<file path="src/rtl/mem_port_arbiter.sv">
// Shares one request/valid memory port between instruction fetch and data access.
// Optional wait timeout with bus error pulse: define MEM_ARB_TIMEOUT_EN.
module mem_port_arbiter #(
  parameter int unsigned TIMEOUT = 255
) (
  input  logic        clk,
  input  logic        rst,
  input  logic        if_req,
  input  logic [31:0] if_addr,
  output logic        if_valid,
  output logic [31:0] if_rdata,
  input  logic        dm_req,
  input  logic        dm_we,
  input  logic [3:0]  dm_mask,
  input  logic [31:0] dm_addr,
  input  logic [31:0] dm_wdata,
  output logic        dm_valid,
  output logic [31:0] dm_rdata,
  output logic        mem_request,
  output logic        mem_we_re,
  output logic [3:0]  mem_mask,
  output logic [31:0] mem_addr,
  output logic [31:0] mem_wdata,
  input  logic        mem_valid,
  input  logic [31:0] mem_rdata,
  output logic        stall,
  output logic        bus_err
);

  typedef enum logic [1:0] {StIdle, StFetch, StData, StResp} state_e;

  state_e      state_q, state_d;
  // Side of the current/most recent grant; 1 = fetch. Also steers the response.
  logic        last_fetch_q, last_fetch_d;
  logic        we_q, we_d;
  logic [3:0]  mask_q, mask_d;
  logic [31:0] addr_q, addr_d;
  logic [31:0] wdata_q, wdata_d;
  logic [31:0] if_rdata_q, if_rdata_d;
  logic [31:0] dm_rdata_q, dm_rdata_d;
  logic        busy, grant, done, timeout_hit;

  assign busy  = (state_q == StFetch) || (state_q == StData);
  assign grant = (state_q == StIdle) && (if_req || dm_req);
  assign done  = busy && (mem_valid || timeout_hit);

`ifdef MEM_ARB_TIMEOUT_EN
  localparam logic [7:0] WaitLast = 8'(TIMEOUT - 1);

  logic [7:0] wait_cnt_q, wait_cnt_d;
  logic       err_q, err_d;

  always_comb begin
    wait_cnt_d = wait_cnt_q;
    if (grant) begin
      wait_cnt_d = '0;
    end else if (busy) begin
      wait_cnt_d = wait_cnt_q + 8'd1;
    end
  end

  // A response arriving on the last allowed cycle still completes normally.
  assign timeout_hit = busy && !mem_valid && (wait_cnt_q == WaitLast);
  assign err_d       = timeout_hit;
  assign bus_err     = err_q;

  always_ff @(posedge clk or posedge rst) begin
    if (rst) begin
      wait_cnt_q <= '0;
      err_q      <= 1'b0;
    end else begin
      wait_cnt_q <= wait_cnt_d;
      err_q      <= err_d;
    end
  end
`else
  assign timeout_hit = 1'b0;
  assign bus_err     = 1'b0;
`endif

  always_ff @(posedge clk or posedge rst) begin
    if (rst) begin
      state_q      <= StIdle;
      last_fetch_q <= 1'b1;
      we_q         <= 1'b0;
      mask_q       <= '0;
      addr_q       <= '0;
      wdata_q      <= '0;
      if_rdata_q   <= '0;
      dm_rdata_q   <= '0;
    end else begin
      state_q      <= state_d;
      last_fetch_q <= last_fetch_d;
      we_q         <= we_d;
      mask_q       <= mask_d;
      addr_q       <= addr_d;
      wdata_q      <= wdata_d;
      if_rdata_q   <= if_rdata_d;
      dm_rdata_q   <= dm_rdata_d;
    end
  end

  always_comb begin
    state_d = state_q;
    unique case (state_q)
      StIdle: begin
        if (if_req && dm_req) begin
          state_d = last_fetch_q ? StData : StFetch;
        end else if (if_req) begin
          state_d = StFetch;
        end else if (dm_req) begin
          state_d = StData;
        end
      end
      StFetch, StData: begin
        if (done) state_d = StResp;
      end
      StResp:  state_d = StIdle;
      default: state_d = StIdle;
    endcase
  end

  always_comb begin
    last_fetch_d = last_fetch_q;
    we_d         = we_q;
    mask_d       = mask_q;
    addr_d       = addr_q;
    wdata_d      = wdata_q;
    if_rdata_d   = if_rdata_q;
    dm_rdata_d   = dm_rdata_q;
    if (grant && (state_d == StFetch)) begin
      last_fetch_d = 1'b1;
      we_d         = 1'b0;
      mask_d       = 4'hF;
      addr_d       = if_addr;
      wdata_d      = '0;
    end else if (grant && (state_d == StData)) begin
      last_fetch_d = 1'b0;
      we_d         = dm_we;
      mask_d       = dm_mask;
      addr_d       = dm_addr;
      wdata_d      = dm_wdata;
    end
    if (done) begin
      if (last_fetch_q) begin
        if_rdata_d = mem_valid ? mem_rdata : '0;
      end else begin
        dm_rdata_d = mem_valid ? mem_rdata : '0;
      end
    end
  end

  always_comb begin
    mem_request = busy;
    mem_we_re   = we_q;
    mem_mask    = mask_q;
    mem_addr    = addr_q;
    mem_wdata   = wdata_q;
    if_rdata    = if_rdata_q;
    dm_rdata    = dm_rdata_q;
    if_valid    = (state_q == StResp) && last_fetch_q;
    dm_valid    = (state_q == StResp) && !last_fetch_q;
    stall       = (if_req || dm_req) && !(if_valid || dm_valid);
  end

endmodule

</file>
<file path="config.mk">
export PLATFORM = sky130hd
export DESIGN_NAME = mem_port_arbiter
export DESIGN_NICKNAME = d
export VERILOG_FILES = /design/src/rtl/mem_port_arbiter.sv
export SDC_FILE = /design/constraint.sdc
export NUM_CORES = 1
export LEC_CHECK = 0
export CAP_MARGIN = 20
export CORE_MARGIN = 8
export CORE_UTILIZATION = 40
export DETAILED_ROUTE_END_ITERATION = 10
export PLACE_DENSITY = 0.8
export SYNTH_ARGS = -nofsm -noshare
export SYNTH_HDL_FRONTEND = slang
export SYNTH_SLANG_ARGS = --single-unit
</file>
<file path="constraint.sdc">
create_clock -name clk -period 5.4 [get_ports clk]
set_input_delay 1.08 -clock clk [delete_from_list [all_inputs] [get_ports clk]]
set_output_delay 1.08 -clock clk [all_outputs]
set_load 0.01 [all_outputs]
</file>
* After elaboration in Yosys (flattened, before gate mapping)
Index checks and enable logic that the tools add are counted.
Word-level totals: latch bits 0, bits of input ports 138, memories 0, bits in writable memories 0, ROM bits 0, output and inout port bits 138, bits in registers 136
Cells by class: divide/modulo/power cells 0, order comparisons 0, bitwise operators 1, reduce and logical (&&, ||, !) cells 18, add/sub/neg operators 0, multiplexer cells 17, shift-type cells 0, eq/ne operators 5, $mul 0
Operators with widths (number):
- $mux W32 | 5
- $mux W2 | 5
- $logic_and A1 B1 Y1 | 8
- $mux W4 | 2
- $eq A2 B2 Y1 const B | 3
- $pmux W2 S3 | 1
- $eq A2 B1 Y1 const B | 2
- $mux W1 | 4
- $reduce_and A2 Y1 | 2
- $logic_or A1 B1 Y1 | 3
- $logic_not A1 Y1 | 2
- $logic_not A2 Y1 | 1
- $reduce_bool A2 Y1 | 1
- $reduce_or A2 Y1 | 1
- $not A1 Y1 | 1

* Longest topological paths before layout
depth in word-level cells 9, gate-level depth with buffers 7, mapped depth without buffers 5

* Worst setup path after synthesis
OpenSTA, ideal clock, no wires.
path type input-to-output, start input port dm_req, end output port stall, required time 4320 ps, stages on the path 4, path slack 2451 ps, data arrival time 1869 ps, cells stage by stage clkbuf_1 -> buf_1 -> nor2_1 -> nor2_1
On the way: word-level cells in the longest chain between the ends 2
RTL lines:
- start, declared | RTL line 12 | input logic dm_req,
- $logic_or A1 B1 Y1 | RTL line 163 | stall = (if_req || dm_req) && !(if_valid || dm_valid);
- $logic_and A1 B1 Y1 | RTL line 163
- end, declared | RTL line 26 | output logic stall,
No other way between the ends.

* Worst setup path after layout
start input port if_req, end output port stall
On the way: word-level cells in the longest chain between the ends 2
RTL lines:
- start, declared | RTL line 8 | input logic if_req,
- $logic_or A1 B1 Y1 | RTL line 163
- $logic_and A1 B1 Y1 | RTL line 163
No other way between the ends.

==> impl_metrics.py <==
metrics = {
    "run_status": {
        "outcome": "complete, no violations",
    },
    "synth": {
        "synth.top_cells.by_count": "dfrtp_1, mux2_2, nand2_1",
        "syn_nets": 569,
        "synthesis.area_sq_um": 5500,
        "async_reset_ff_share_pct": 100,
        "synth-edff-count": 0,
        "yosysMostFrequentCell": "dfrtp_1",
        "synth_seq_cells": 136,
        "synth_top_area_cell": "dfrtp_1",
        "synth_cells": 429,
        "yosysUniqueCellTypes": 30,
        "synthTopCellsByArea": "dfrtp_1, mux2_2, a22o_1, nand2_1, o211ai_1",
        "synth.top_cell.area_share_pct": 61.4,
        "syn_area_per_cell_sq_um": 12.8,
        "ys.warnings.count": 0,
        "dominantRegCellSynth": "dfrtp_1",
        "yosysSeqAreaShare_pct": 61.9,
    },
    "final_layout": {
        "final_nets": 835,
        "diodes": 0,
        "fin_util_pct": 65.7,
        "area_delta_synth_final_pct": 63.2,
        "final_area_sq_um": 8980,
        "drive_gt1_share_pct": 15.0,
    },
    "floorplanning": {
        "start_util_pct": 40.3,
        "row_count": 43,
        "ioPinCount": 276,
        "fp.dieH_microns": 133,
        "die_area_sq_um": 17800,
        "core_sq_um": 13700,
        "die_w_microns": 133,
    },
    "worst_setup_path": {
        "r2r_start": "state_q[0]",
        "cp_slowest_stage_delay_ns": 0.65,
        "worstPathRequired_ns": 4.32,
        "crit_type": "in -> out",
        "path_buf_inv": 2,
        "worstPathCellList": "clkdlybuf4s50_1, nor2_1, nor2_1, clkdlybuf4s50_1",
        "cp-end-kind": "primary output",
        "critPathLaunchType": "input pin",
        "crit_slowest_cell": "clkdlybuf4s50_1",
        "rrSetupSlack_ns": 3.40,
        "rr_worst_depth": 6,
        "worst_ep_arrival_time_ns": 2.49,
        "worst_r2r_endpoint": "mem_wdata[8]",
        "cp_max_fo": 8,
        "critPathTopFamily": "buffers and inverters",
    },
    "clocking": {
        "clockRootBuffer": "clkbuf_16",
        "cts_tree": "done",
        "hold_buffers": 0,
        "numCtsBuffers": 17,
        "clk_latency_ns": 0.41,
        "clkTransAtPathRegs_ns": 0.05,
        "clk_path_buf_depth": 2,
        "ctsResizeCount": 0,
        "clock-sinks": 136,
        "postCtsSetupBuffers": 0,
        "htree_levels": 4,
    },
    "sta": {
        "slew_headroom_pct": 53.8,
        "post-route-period-util_pct": 66.1,
        "drv_slew": 0,
        "finalHoldViolCount": 0,
        "finClkSkew_ns": 0.00550,
        "fmax_ghz": 0.280,
        "rsz0062_at_grt": "no",
        "finalSetupViolCount": 0,
        "setup_tns_ns": 0,
        "fin_crit_ns": 3.57,
        "tightestPinTransition_ns": 0.693,
    },
    "power": {
        "switching_share_pct": 32.6,
        "power.total_uw": 5530,
        "leakage_uw": 0.00373,
        "power.internal_uw": 3720,
        "seq_power_share_pct": 32.6,
        "power_density_nw_per_um2": 615,
        "peakVddDrop_v": 0.000305,
        "clockPowerShare_pct": 20.2,
        "switchingPower_uw": 1800,
        "combPwrFrac_pct": 47.2,
    },
    "detailed_routing": {
        "wirelength_microns": 17900,
        "avgRoutedWirePerCell_microns": 20.2,
        "num_vias": 4668,
        "vias_per_cell": 5.26,
        "drt_iter0_markers": 233,
        "drcViolationCount": 0,
        "dr.pass1.iters": 4,
        "ant_nets": 0,
    },
    "hold_path": {
        "holdPathEnd": "mem_addr[18]",
        "hold_path_depth": 2,
        "hp-start": "mem_addr[18]",
        "hold_path.class": "reg -> reg",
    },
    "global_route": {
        "grt_pass1_vias": 5007,
        "grt_start_max_net_pins": 66,
        "grt_pass1_wl_microns": 27500,
        "gr-total-overflow": 0,
        "antenna_found_initial": 0,
        "grtUsageTotal_pct": 19.7,
    },
    "placement": {
        "place_congestion": 0.808,
        "dp_hpwl_microns": 13200,
        "dpl-instance-area_sq_um": 8380,
        "port_buffers": 274,
    },
    "job": {
        "cap_violations": 0,
    },
}
flip-flops by register name, indices dropped and copies added, names as in the netlist:
signal	count
state_q	2
if_rdata	32
mem_addr	32
mem_we_re	1
dm_rdata	32
mem_wdata	32
mem_mask	4
last_fetch_q	1
cells by family after synthesis:
| group | after synthesis | synth area share, % |
|---|---|---|
| compound gates | 77 | 11.3 |
| mux | 66 | 13.5 |
| flops | 136 | 61.9 |
| fa+ha+maj | 2 | 0.455 |
| buf+inv | 40 | 3.73 |
| simple gates | 107 | 9.14 |
| other cells | 1 | 0.0681 |
routing by layer:
metal | wire length [microns] | global-route usage, % | vias to the layer above
li1 | - | - | 2092
met1 | 6680 | 21.7 | 2346
met2 | 9400 | 34.2 | 199
met3 | 1290 | 5.99 | 31
met4 | 512 | 8.73 | 0
met5 | 0 | 0 | -
worst reg2reg max path, stage by stage, from the launching register on:
cell and delay (ns):
dfrtp_1 0.40, inv_1 0.10, ha_1 0.18, buf_4 0.40
o21ai_4 0.09, buf_4 0.33, a22o_1 0.38
area by class of cell:
type / count / area, sq um
Clock buffer: 24 / 482
Clock inverter: 7 / 92.6
Sequential cell: 136 / 3400
Multi-Input combinational cell: 253 / 1910
Tap cell: 180 / 225
Timing Repair Buffer: 284 / 2860
Fill cell: 1047 / 4680
Inverter: 3 / 13.8
power groups by stage:
stage	Combinational (uW)	Sequential [uW]	Clock, uW
finish	2610	1800	1120
global route	2780	1860	1190
CTS	2630	1800	1140
detailed placement	2620	1810	0
global placement	2530	1780	0
floorplan	984	2020	0
cells in the final DEF (no fill, tap or decap), types with 3 or more instances in the layout:
cell type and instances:
a22o_1 33, buf_4 8, clkbuf_1 4, clkbuf_16 17, clkbuf_8 3, clkdlybuf4s50_1 274, clkinv_2 3, dfrtp_1 135
mux2_2 64, nand2_1 64, nand4_1 32, nor2_1 4, o211ai_1 32, o22a_1 4
how the worst max path moves through the flow:
| stage | from | endpoint | depth (start not counted) |
|---|---|---|---|
| detailed placement | if_req | stall | 4 |
| global placement | if_req | stall | 4 |
| floorplan | rst | dm_rdata[0] | 1 |
| global route | if_req | stall | 4 |
| finish | if_req | stall | 4 |
| CTS | if_req | stall | 4 |
stage by stage:
step                      setup slack [ns]  std cells  hold WS (ns)
final                                 1.83        887         0.495
after global routing                  1.75        887         0.509
after CTS                             1.83        886         0.498
after global placement                1.86        854         0.480
after detailed placement              1.85        855         0.487
after floorplan                      0.682        429         0.524
No activity file was read; power rests on OpenSTA's default activity.
